## src/rtl/sha256_pkg.sv

```systemverilog
// sha256_pkg: shared state encoding and constants for the SHA-256 front end
package sha256_pkg;
  typedef enum logic [1:0] {FILL, EMIT, EXTRA} state_e;
  localparam logic [7:0] PAD_BYTE = 8'h80;
  localparam int BLOCK_WORDS = 16;
  localparam int LEN_W_DEF = 64;
endpackage

```

## src/rtl/sha256_pad_word.sv

```systemverilog
// sha256_pad_word: keeps the valid bytes of a final word, inserts the 0x80 marker and zeroes the rest
module sha256_pad_word
  import sha256_pkg::*;
(
  input  logic [31:0] data_i,
  input  logic [2:0]  nbytes_i,
  input  logic        last_i,
  output logic [31:0] word_o
);
  // byte b survives when below nbytes; byte nbytes becomes the marker; later bytes clear
  always_comb begin
    word_o = data_i;
    for (int b = 0; b < 4; b++)
      if (last_i && 3'(b) >= nbytes_i) word_o[31-8*b -: 8] = (3'(b) == nbytes_i) ? PAD_BYTE : 8'h00;
  end
endmodule

```

## src/rtl/sha256_msg_padder.sv

```systemverilog
// sha256_msg_padder: packs a 32-bit word stream into padded 512-bit SHA-256 blocks
module sha256_msg_padder
  import sha256_pkg::*;
#(
  parameter int LEN_W = LEN_W_DEF
) (
  input  logic         clk,
  input  logic         rst,
  input  logic [31:0]  in_data,
  input  logic         in_valid,
  output logic         in_ready,
  input  logic         in_last,
  input  logic [2:0]   in_nbytes,
  output logic [511:0] block_out,
  output logic         block_valid,
  input  logic         block_ready,
  output logic         block_last
);
  state_e             state_q, state_d;
  logic [3:0]         wcnt_q, wcnt_d;
  logic [LEN_W-1:0]   bitlen_q, bitlen_d, len_new;
  logic               pending_q, pending_d;
  logic               pad_done_q, pad_done_d;
  logic               last_q, last_d;
  logic [31:0]        blk_q [BLOCK_WORDS];
  logic [31:0]        blk_d [BLOCK_WORDS];
  logic [31:0]        pad_w;
  logic [63:0]        len_acc, len_cur;
  logic [4:0]         pad_slot;
  logic               accept;

  sha256_pad_word u_pad (
    .data_i   (in_data),
    .nbytes_i (in_nbytes),
    .last_i   (in_last),
    .word_o   (pad_w)
  );

  assign in_ready    = (state_q == FILL) && !rst;
  assign block_valid = state_q == EMIT;
  assign block_last  = last_q;
  assign accept      = in_valid && in_ready;
  assign len_new     = bitlen_q + LEN_W'({in_nbytes, 3'b000});
  assign len_acc     = 64'(len_new);
  assign len_cur     = 64'(bitlen_q);
  // a full final word pushes the marker into the following slot
  assign pad_slot    = {1'b0, wcnt_q} + {4'b0, in_nbytes == 3'd4};

  // word 0 sits in the most significant bits of the block
  always_comb begin
    for (int k = 0; k < BLOCK_WORDS; k++) block_out[511-32*k -: 32] = blk_q[k];
  end

  // next-state: word collection, padding decisions and block handshakes
  always_comb begin
    state_d    = state_q;
    wcnt_d     = wcnt_q;
    bitlen_d   = bitlen_q;
    pending_d  = pending_q;
    pad_done_d = pad_done_q;
    last_d     = last_q;
    blk_d      = blk_q;
    case (state_q)
      FILL: if (accept) begin
        bitlen_d       = len_new;
        wcnt_d         = wcnt_q + 4'd1;
        blk_d[wcnt_q]  = pad_w;
        if (!in_last) begin
          if (wcnt_q == 4'd15) begin
            state_d = EMIT;
            last_d  = 1'b0;
          end
        end else begin
          for (int k = 0; k < BLOCK_WORDS; k++) if (k > int'(wcnt_q)) blk_d[k] = 32'h0;
          if (in_nbytes == 3'd4 && wcnt_q != 4'd15) blk_d[wcnt_q + 4'd1] = {PAD_BYTE, 24'h0};
          state_d = EMIT;
          if (pad_slot <= 5'd13) begin
            blk_d[14] = len_acc[63:32];
            blk_d[15] = len_acc[31:0];
            last_d    = 1'b1;
          end else begin
            pending_d  = 1'b1;
            pad_done_d = pad_slot <= 5'd15;
            last_d     = 1'b0;
          end
        end
      end
      EMIT: if (block_ready) begin
        state_d = pending_q ? EXTRA : FILL;
        wcnt_d  = 4'd0;
        last_d  = 1'b0;
        if (last_q) begin
          bitlen_d   = '0;
          pending_d  = 1'b0;
          pad_done_d = 1'b0;
        end
      end
      EXTRA: begin
        blk_d      = '{default: 32'h0};
        blk_d[0]   = pad_done_q ? 32'h0 : {PAD_BYTE, 24'h0};
        blk_d[14]  = len_cur[63:32];
        blk_d[15]  = len_cur[31:0];
        last_d     = 1'b1;
        pending_d  = 1'b0;
        pad_done_d = 1'b0;
        state_d    = EMIT;
      end
      default: state_d = FILL;
    endcase
  end

  // state registers, cleared asynchronously so a reset discards any partial message
  always_ff @(posedge clk or posedge rst) begin
    if (rst) begin
      state_q    <= FILL;
      wcnt_q     <= 4'd0;
      bitlen_q   <= '0;
      pending_q  <= 1'b0;
      pad_done_q <= 1'b0;
      last_q     <= 1'b0;
      blk_q      <= '{default: 32'h0};
    end else begin
      state_q    <= state_d;
      wcnt_q     <= wcnt_d;
      bitlen_q   <= bitlen_d;
      pending_q  <= pending_d;
      pad_done_q <= pad_done_d;
      last_q     <= last_d;
      blk_q      <= blk_d;
    end
  end
endmodule

```

## config.mk

```make
export PLATFORM = sky130hd
export DESIGN_NAME = sha256_msg_padder
export DESIGN_NICKNAME = d
export VERILOG_FILES = /design/src/rtl/sha256_pkg.sv /design/src/rtl/sha256_pad_word.sv /design/src/rtl/sha256_msg_padder.sv
export SDC_FILE = /design/constraint.sdc
export NUM_CORES = 1
export LEC_CHECK = 0
export CORE_MARGIN = 2
export CORE_UTILIZATION = 36
export DETAILED_ROUTE_END_ITERATION = 12
export GPL_TIMING_DRIVEN = 0
export SYNTH_ARGS = -nofsm -noshare
export SYNTH_HDL_FRONTEND = slang
export SYNTH_SLANG_ARGS = --single-unit
```

## constraint.sdc

```tcl
create_clock -name clk -period 36.4 [get_ports clk]
set_input_delay 5.46 -clock clk [delete_from_list [all_inputs] [get_ports clk]]
set_output_delay 5.46 -clock clk [all_outputs]
set_load 0.03 [all_outputs]
```

### Word level (Yosys, flattened, before mapping)

Index checks and enable logic that the tools add are counted.

* output and inout port bits: 515
* bits of input ports: 40
* register bits: 585

* mux-type cells: 108
* reduce and logical (&&, ||, !) cells: 21
* magnitude comparators: 25
* $add $sub $neg: 3
* bitwise logic cells: 5
* eq/ne operators: 14

Operator list (count)
* $mux W32: 63
* $mux W512: 3
* $pmux W512 S2: 1
* $bwmux W512: 1
* $and A496 B496 Y496: 1
* $not A496 Y496: 1
* $demux W32 S4: 2
* $mux W64: 4
* $pmux W64 S2: 1
* $add A64 B6 Y64: 1
* $mux W8: 8
* $gt A4 B4 Y1 const A: 8
* $gt A3 B4 Y1 const A: 4
* $or A16 B16 Y16: 1
* $mux W1: 13
* $ge A5 B5 Y1 const B: 2
* $le A5 B4 Y1 const B: 2
* $lt A5 B1 Y1 const B: 2
* $mux W2: 5
* $not A4 Y5: 2
* $logic_and A1 B1 Y1: 9
* $pmux W1 S3: 3
* $gt A2 B4 Y1 const A: 2
* $mux W4: 2
* other kinds (26): 35

### Depth between registers and ports, before layout

* word-level depth: 16
* mapped depth: 11

### Cells and area by module

A second synthesis with hierarchy kept.

* cell total of the unflattened synthesis: 2467
* area total of the unflattened synthesis: 26346.5 µm²

Modules (own cells, without submodules)
* sha256_msg_padder: area an instance 26047.5 µm², cells each 2427, instances 1, sequential area each 14564.0 µm²
* sha256_pad_word: area an instance 299.0 µm², cells each 40, instances 1, sequential area each 0.0 µm²

### Least setup slack after synthesis

No wires, ideal clock.

* kind: input -> output
* from: in rst
* to: out in_ready
* stages on the path: 1
* buffers on the path: 0
* slack: 25.048 ns
* arrival: 5.892 ns
* path through: nor2b_1

* word-level cells in the longest chain between the ends: 2

Ends and longest elaborated chain
* start, declared: line sha256_msg_padder.sv:8 `input logic rst,`
* $logic_not A1 Y1 (no source line)
* $logic_and A1 B1 Y1: line sha256_msg_padder.sv:39 `assign in_ready = (state_q == FILL) && !rst;`
* end, declared: line sha256_msg_padder.sv:11 `output logic in_ready,`

Every way passes these cells.

### Worst setup path after layout

Ends and elaborated chain as after synthesis.

==> key figures <==
Floorplan
  • DIE AREA: 0.0744 mm2
  • Die width: about 270 um
  • Initial Util: 36.4%
  • Rows: 98
  • I/O pin cnt: about 560
  • Die Height: 273 um
  • Core area: about 0.071 mm2

Cells and area
  • Syn-to-layout area delta: 35.6%
  • Nets: around 3,400
  • Layout cell share with drive strength beyond 1: under 10%

Yosys
  • Commonest cells post-synth: dfrtp_1 (582), o21ai_0 (437), nand2_1 (423)
  • Avg Cell Area, Syn: ~9.6 um2
  • #FFs+latches synth: between 500 and 600
  • Post-Syn Nets: ~2,800
  • Syn. warnings: 0
  • Cells after Synth: 2,695
  • Ranking of synthesized cells by area: dfrtp_1 (56%), o21ai_0 (8.4%), o2bb2ai_1 (6.4%)
  • Fraction of registers with async set/reset: between 90% and 100%
  • Sequential fraction of the synthesis area: a little under three fifths
  • Post-synth EDFFs: 0
  • Netlist cell types: 75
  • Dominant cell by count in the synthesized netlist: dfrtp_1
  • Main synth FF type: dfrtp_1
  • Cell taking the most area after synthesis: dfrtp_1
  • Cell Area, Synth: approximately 0.026 mm2
  • Area share of the largest cell type after synthesis: between 50 and 60%

Place
  • Final HPWL from detailed placement: 96.3 mm
  • PortBufs: 554
  • GP Congestion: 0.980

CTS
  • Clock transition at the registers of the reported paths: 0.06 ns
  • Inserted Clock Buffers: 68
  • Hold_buf cts: 0
  • Post-CTS Resized: 0
  • Buffer count from post-CTS setup fixing: 0
  • Worst-skew pair later-pin latency: 0.62 ns
  • Root Buffer Master: clkbuf_16
  • CTS tree: built
  • Htree depth: 3
  • Max Buffers Root-to-Sink: 3
  • Clk sink count: roughly 580

Power and ir drop
  • Leak: 14.7 nW
  • Worst vdd ir: around 35 uV
  • Power Density: between 60 and 70 mW/mm2

Run status
  • Failing checks: capacitance limit, slew limit
  • Outcome: complete, but fails checks

Routing
  • Total wire length: between 100 and 150 mm
  • Drt via density: roughly 5.9
  • DR WL/cell: 30.3 um
  • DR DRC count: 0
  • DR vias: around 26,000
  • Initial drt markers: 2,661
  • 1st-pass router iterations: 5
  • DRT antenna net count: 0

Global route
  • Grt total ovfl: 0
  • Global-route wire length before repair: 187 mm
  • Antenna violations before repair: 6
  • Largest net degree at the start of global routing: 138
  • Total GRT Usage: 34.6%
  • Vias in the first global route: around 25,000

Worst setup path
  • Crit path cell chain: clkdlybuf4s50_1, nor2b_1, clkdlybuf4s50_1
  • CP peak stage delay: a little under 0.7 ns
  • Worst Path Required: about 31 ns
  • WS Path Type: input port to output pin
  • Crit path capture: in_ready
  • Reg2reg start: wcnt_q[0]
  • Setup crit start: rst
  • Crit path buffers/inverters: 2
  • Worst reg2reg setup slack: ~32 ns
  • Total stage count of the critical path: 3
  • CP top delay family: buffers and inverters
  • Worst r2r dst: block_out[34]
  • Most used cell, CP: clkdlybuf4s50_1
  • CP max-delay cell: clkdlybuf4s50_1
  • Worst endpoint data arrival time: 6.85 ns
  • Maximum fanout along the worst path: 4
  • Startpoint types: input port
  • CP endpoint kind: output pin
  • R2R depth: 10

Timing
  • TNS Setup: 0 ns
  • Slew @ Worst Pin: ~1.5 ns
  • Fin. Hold Viols: 0
  • Fin crit share: ~34%
  • Slew Limit Fails: 2
  • Setup-failing EPs final: 0
  • Hold WS: approximately 0.48 ns
  • Fmax: 81.2 MHz
  • Tmin final: about 12 ns
  • Skew final: 0.0336 ns
  • Slew headroom: -0.917%
  • RSZ-0062 raised after global routing: false

Min path
  • HP Class: flop to flop
  • Hold Crit Depth: 2

Run
  • Max-cap viol count: 3
## how the worst min path moves through the flow
stage | from | endpoint | slack, ns
4_1_cts | block_out[150] | block_out[150] | 0.48
3_3_place_gp | block_out[229] | block_out[229] | 0.46
2_1_floorplan | bitlen_q[16] | bitlen_q[16] | 0.47
6_report | block_out[195] | block_out[195] | 0.48
5_1_grt | block_out[397] | block_out[397] | 0.50
3_5_place_dp | block_out[79] | block_out[79] | 0.47
## layer usage
metal / global-route usage, % / vias up / routed length [um]
li1: - / 10900 / -
met1: 43.5 / 12900 / 51300
met2: 55.1 / 1334 / 60800
met3: 9.88 / 311 / 12300
met4: 16.2 / 6 / 6710
met5: 0.193 / - / 48
## kinds of logic (layout without fill, tap and decap cells)
family	Yosys count	count (layout)	synth area share, %
AO/OA/AOI/OAI	950	950	23.3
XOR/XNOR	17	17	0.573
adder cells (fa/ha/maj)	17	17	0.847
buffers and inverters	263	945	3.90
flip-flops	582	582	56.0
multiplexers	15	15	0.582
other	0	1	0
AND/OR/NAND/NOR	851	851	14.7
## area by class of cell
class	instances	area (um2)
repair buffers	563	5690
flip-flops and latches	582	14600
well taps	950	1190
multi-input cells	1850	10400
fillers	6592	36200
plain buffers	238	921
clock buffers	89	1890
clock inverters	30	483
diodes	1	2.50
inverters	25	101
## worst register-to-register path, delay by kind of cell (launching register included)
family	cells	cell delay (ns)
compound gates	5	1.87
fa+ha+maj	2	0.64
buf+inv	2	0.98
flops	1	0.52
simple gates	1	0.15
## metrics by stage
step | total power, mW | instances | worst slack (ns) | util (%) | instance area, um2
2_1_floorplan | 1.17 | 2695 | 14.66 | - | 26000
3_3_place_gp | 1.51 | 4199 | 7.84 | 45.8 | 32700
3_5_place_dp | 1.52 | 4208 | 24.09 | 46.0 | 32900
5_1_grt | 2.33 | 4327 | 24.04 | 49.3 | 35300
6_report | 2.26 | 4328 | 24.09 | 49.3 | 35300
4_1_cts | 2.25 | 4327 | 24.09 | 49.3 | 35300
## sequential cells by signal (all words and copies together) (netlist names)
signal      count
bitlen_q       61
block_last      1
block_out     512
pad_done_q      1
pending_q       1
state_q         2
wcnt_q          4
## cell usage in the layout (no fill, tap or decap), drive strengths merged, types with 10 or more instances in the layout
| cell type | netlist | final |
|---|---|---|
| o2bb2ai | 189 | 189 |
| nor2 | 160 | 160 |
| o211ai | 15 | 15 |
| o31ai | 24 | 24 |
| o22ai | 15 | 15 |
| a221oi | 10 | 10 |
| a31oi | 24 | 24 |
| clkbuf | 211 | 300 |
| a22o | 23 | 23 |
| inv | 24 | 27 |
| clkinv | 1 | 13 |
| nand2 | 423 | 423 |
| dfrtp | 582 | 582 |
| mux2i | 14 | 14 |
| nand2b | 14 | 14 |
| ha | 16 | 16 |
| nand3 | 59 | 59 |
| a21oi | 114 | 114 |
| nor4 | 20 | 20 |
| and3 | 32 | 32 |
| nand4 | 25 | 25 |
| o21ai | 442 | 442 |
| o31a | 12 | 12 |
| nor2b | 11 | 11 |
| and2 | 15 | 15 |
| buf | 27 | 36 |
| nor3 | 48 | 48 |
| or3 | 16 | 16 |
| clkdlybuf4s50 | 0 | 554 |
## where the power goes
group / internal (mW) / leakage, nW / switching, mW / total, mW
Clock: 0.436 / 1.14 / 0.302 / 0.738
Combinational: 0.227 / 5.56 / 0.500 / 0.727
Sequential: 0.720 / 7.99 / 0.0704 / 0.791
Total: 1.38 / 14.7 / 0.873 / 2.26
Note: power is estimated with default switching activity, not from simulation.
